[config.mk]
export PLATFORM = sky130hd
export DESIGN_NAME = seq_detect_cnt
export DESIGN_NICKNAME = d
export VERILOG_FILES = /design/src/rtl/seq_detect_cnt_pkg.sv /design/src/rtl/seq_detect_cnt_pat_shift_match.sv /design/src/rtl/seq_detect_cnt.sv
export SDC_FILE = /design/constraint.sdc
export NUM_CORES = 1
export LEC_CHECK = 0
export ABC_AREA = 1
export CAP_MARGIN = 20
export CORE_MARGIN = 2
export CORE_UTILIZATION = 53
export DETAILED_ROUTE_END_ITERATION = 12
export GPL_TIMING_DRIVEN = 0
export PLACE_DENSITY = 0.81
export RECOVER_POWER = 25
export SYNTH_ARGS = -nofsm -noshare
export SYNTH_HDL_FRONTEND = slang
export SYNTH_SLANG_ARGS = --single-unit
[constraint.sdc]
create_clock -name clk -period 2.12 [get_ports clk]
set_clock_uncertainty 0.1 [all_clocks]
set_input_delay 0.636 -clock clk [delete_from_list [all_inputs] [get_ports clk]]
set_output_delay 0.636 -clock clk [all_outputs]
set_load 0.02 [all_outputs]
[src/rtl/seq_detect_cnt_pkg.sv]
// Shared constants, FSM state type and sizing helper for the pattern detector.
// Latency: n/a (declarations only).
// Backpressure: n/a (declarations only).
package seq_detect_cnt_pkg;

    // Match-mode selector values for the OVERLAP parameter
    localparam bit MODE_OVERLAP    = 1'b1;
    localparam bit MODE_NONOVERLAP = 1'b0;

    // History occupancy: nothing held, partially filled, full window held
    typedef enum logic [1:0] {
        ST_EMPTY   = 2'd0,
        ST_FILLING = 2'd1,
        ST_ARMED   = 2'd2
    } fill_state_t;

    // Bits needed to hold a fill count in the range 0..pat_w
    function automatic int fill_w(input int pat_w);
        return $clog2(pat_w + 1);
    endfunction

endpackage

[src/rtl/seq_detect_cnt_pat_shift_match.sv]
// Serial history shift register with fill tracking; flags a pattern match on the incoming bit.
// Latency: match is combinational from x/en against registered history; history updates on posedge.
// Backpressure: none; every bit with en=1 is consumed, en=0 holds the history.
module pat_shift_match
    import seq_detect_cnt_pkg::*;
#(
    parameter int               PAT_W   = 2,
    parameter logic [PAT_W-1:0] PATTERN = 2'b01,
    parameter bit               OVERLAP = MODE_OVERLAP
) (
    input  logic clk,
    input  logic rst,
    input  logic en,
    input  logic clr,
    input  logic x,
    output logic match
);

    localparam int FW = fill_w(PAT_W);
    // The oldest stored bit drops out of the window on the next shift, so only
    // PAT_W-1 bits of history ever take part in a comparison.
    localparam int HW = (PAT_W > 1) ? PAT_W - 1 : 1;
    localparam logic [FW-1:0] FILL_MAX = FW'(PAT_W);
    localparam logic [FW-1:0] FILL_ARM = FW'(PAT_W - 1);

    logic [HW-1:0]    hist;
    logic [FW-1:0]    fill;
    logic [FW-1:0]    fill_inc;
    fill_state_t      st;
    logic [PAT_W-1:0] window;
    logic             win_ok;

    // Candidate window: stored history with the new bit appended as LSB
    generate
        if (PAT_W == 1) begin : g_win_1
            assign window = x;
        end else begin : g_win_n
            assign window = {hist, x};
        end
    endgenerate

    // Enough bits held that the new bit completes a full window
    assign win_ok   = (st == ST_ARMED) || (fill == FILL_ARM);
    assign fill_inc = (fill == FILL_MAX) ? FILL_MAX : fill + 1'b1;
    assign match    = en && !clr && win_ok && (window == PATTERN);

    function automatic fill_state_t state_of(input logic [FW-1:0] f);
        if (f == '0)
            return ST_EMPTY;
        else if (f == FILL_MAX)
            return ST_ARMED;
        else
            return ST_FILLING;
    endfunction

    // History/fill FSM: clear beats everything, en qualifies each shift
    always_ff @(posedge clk or negedge rst) begin
        if (!rst) begin
            hist <= '0;
            fill <= '0;
            st   <= ST_EMPTY;
        end else if (clr) begin
            hist <= '0;
            fill <= '0;
            st   <= ST_EMPTY;
        end else if (en) begin
            if (match && (OVERLAP == MODE_NONOVERLAP)) begin
                hist <= '0;
                fill <= '0;
                st   <= ST_EMPTY;
            end else if (match) begin
                hist <= window[HW-1:0];
                fill <= FILL_MAX;
                st   <= ST_ARMED;
            end else begin
                hist <= window[HW-1:0];
                fill <= fill_inc;
                st   <= state_of(fill_inc);
            end
        end
    end

endmodule

[src/rtl/seq_detect_cnt.sv]
// Serial pattern detector with registered match pulse, saturating match counter and sticky overflow.
// Latency: z and count update on the edge that consumes the final pattern bit (visible next cycle).
// Backpressure: none; en=0 stalls consumption, outputs hold (z drops to 0).
module seq_detect_cnt
    import seq_detect_cnt_pkg::*;
#(
    parameter int               PAT_W   = 2,
    parameter logic [PAT_W-1:0] PATTERN = 2'b01,
    parameter int               CNT_W   = 8,
    parameter bit               OVERLAP = MODE_OVERLAP
) (
    input  logic             clk,
    input  logic             rst,
    input  logic             en,
    input  logic             x,
    input  logic             clr,
    output logic             z,
    output logic [CNT_W-1:0] count,
    output logic             ovf
);

    localparam logic [CNT_W-1:0] CNT_MAX = '1;

    logic match;

    pat_shift_match #(
        .PAT_W   (PAT_W),
        .PATTERN (PATTERN),
        .OVERLAP (OVERLAP)
    ) u_pat (
        .clk   (clk),
        .rst   (rst),
        .en    (en),
        .clr   (clr),
        .x     (x),
        .match (match)
    );

    // Registered pulse, saturating counter and sticky overflow on each match
    always_ff @(posedge clk or negedge rst) begin
        if (!rst) begin
            z     <= 1'b0;
            count <= '0;
            ovf   <= 1'b0;
        end else if (clr) begin
            z     <= 1'b0;
            count <= '0;
            ovf   <= 1'b0;
        end else begin
            z <= match;
            if (match) begin
                if (count == CNT_MAX)
                    ovf <= 1'b1;
                else
                    count <= count + 1'b1;
            end
        end
    end

endmodule

==> flow_summary.yaml <==
finish:
  final_common_cell: "nand2_1"
  fillers: 112
  layout_common_cells: "41 x nand2_1, 13 x inv_1, 13 x dfrtp_1"
  synthToLayoutAreaGrowth_pct: 23.6
  post-route-util: 0.719
  n_antenna_cell: 0
  final_layout_size_suffix_gt1_frac: 0.138
  fin_nets: 132
  fin_area_um2: 971
timing:
  finalMaxSlewViolations: 0
  setup_slack_ns: 0.0509
  fin_setup_tns_ns: 0
  fmax_ghz: 0.483
  relSlewSlack: 0.614
  setup_viol: 0
  worst_slew_pin_slew_ns: 0.577
  timing_hold_violations_final: 0
  rsz0062_at_grt: "false"
  period_share: 0.976
  fin_crit_ns: 2.07
clocking:
  clockRootBuffer: "clkbuf_4"
  cts_tree: "yes"
  clk_pin_slew_ns: 0.08
  clockBufferDepth: 2
  h-tree-depth: 1
  post_cts.repair.setup_buffers: 0
  insertion_delay_ns: 0.28
  cts_buffers: 3
  cts_sinks: 13
route:
  viasPerCell: 4.81
  routed_wl_um: 1480
  wl_per_cell_um: 10.8
  dr.pass1.iters: 4
  drt_iter0_markers: 9
  num_vias: 664
  postRouteAntennaNets: 0
  drc_errors: 0
worst_setup_path:
  reg2reg_to: "count[1]"
  critical-path-top-delay-family: "buffers and inverters"
  crit_type: "reg -> out"
  rrSetupSlack_ns: 0.60
  cp.required_ns: 1.38
  worst_path_max_delay_cell: "clkdlybuf4s50_1"
  worstSetupStartpointType: "flip-flop"
  cp_max_fo: 5
  cp_num_buf_inv: 1
  crit_path_max_incr_delay_ns: 0.63
  cp-end-kind: "primary output"
  crit_chain: "clkdlybuf4s50_1"
  r2r_cells: 8
  crit_arrival_ns: 1.33
  regToRegStartpoint: "count[0]"
floorplanning:
  io_pins: 15
  row_count: 13
  die_y_um: 42.5
  core_area_um2: 1350
  die_w_um: 42.5
  die_area_um2: 1810
  start_util: 0.582
pwr:
  p_leak_nw: 0.561
  power_uw: 489
  p_per_area_nw_per_um2: 503
  peakVddDrop_mv: 0.384
flow_run:
  maxCapViolations: 0
status:
  status: "completed"
worst_hold_path:
  min_from: "ovf"
  min_to: "ovf"
  hold_path_depth: 2
  min_path_type: "reg -> reg"
synthesis:
  ys_ff_latch: 13
  synth.distinct_cells: 17
  synthCells: 105
  synth_top_area_frac: 0.414
  post_synth_instance_area_um2: 786
  synthTopCellsByArea: "dfrtp_1 41%, nand2_1 20%, inv_1 6.2%"
  avgSynthCellArea_um2: 7.48
  synth_nets: 113
  ys_seq_area_frac: 0.414
  ys_warn_count: 0
  synth_top_area_cell: "dfrtp_1"
place:
  globalplace.congestion: 0.781
  placed_cell_area_um2: 945
  dpl.hpwl_um: 1120
  dp_slack_ns: 0.0718
  port_buffers: 14
global_routing:
  antenna_found_initial: 0
  first_global_vias: 623
  grt_start_max_net_pins: 14
  gr-total-overflow: 0
  gr-usage-all-layers: 0.203
  grt_pass1_wl_um: 2660
layer usage:
layer / global-route usage / vias up / part of all wire
li1: - / 354 / -
met1: 0.252 / 293 / 0.49
met2: 0.320 / 13 / 0.44
met4: 0.0938 / 0 / 0.025
met5: 0 / - / 0
met3: 0.0647 / 4 / 0.042
cells in the mapped netlist, drive strengths merged:
library cell / count
nand2: 45
nand3: 10
inv: 16
nor2: 13
ha: 3
o21ai: 3
o21bai: 1
xor2: 1
dfrtp: 13
power breakdown:
part           internal (mW)  switching, mW
logic                 0.0269         0.0407
clock network         0.0731         0.0854
registers              0.256        0.00679
total                  0.356          0.133
worst max path at each step:
stage / depth (start not counted) / startpoint / to / slack, ns
5_1_grt: 1 / count[0] / count[0] / 0.01
4_1_cts: 1 / count[0] / count[0] / 0.04
3_3_place_gp: 6 / clr / count[6] / 0.09
2_1_floorplan: 8 / count[0] / count[3] / 0.66
6_report: 1 / count[0] / count[0] / 0.05
3_5_place_dp: 6 / clr / count[1] / 0.07
timing repair:
action,4_1_cts,5_1_grt
setup endpoints to repair,2,1
gates resized for setup,2,1
hold buffers,0,0
hold endpoints to repair,0,0
cells by family (layout without fill, tap and decap cells):
group | after synthesis | after routing | synth area share
xor+xnor | 1 | 1 | 0.0111
compound gates | 4 | 4 | 0.0287
buf+inv | 16 | 34 | 0.0764
flops | 13 | 13 | 0.414
fa+ha+maj | 3 | 3 | 0.0478
simple gates | 68 | 68 | 0.422
stage by stage:
stage               hold slack [ns]  std cells
CTS                           0.414        138
global route                  0.453        138
global placement              0.385        134
detailed placement            0.397        134
floorplan                     0.240        105
finish                        0.414        138
state kept, by name, summed over array words and instances (netlist names):
| name | flops |
|---|---|
| z | 1 |
| u_pat.hist | 1 |
| count | 8 |
| u_pat.st | 2 |
| ovf | 1 |
layout make-up:
| cell class | instances | area [um^2] | share of cell area |
|---|---|---|---|
| Timing Repair Buffer | 14 | 140 | 0.144 |
| Sequential cell | 13 | 325 | 0.335 |
| Multi-Input combinational cell | 76 | 400 | 0.412 |
| Clock buffer | 4 | 26.3 | 0.0271 |
| Inverter | 16 | 60.1 | 0.0619 |
| Tap cell | 15 | 18.8 | 0.0193 |
Power figures use the tool's default switching activity.
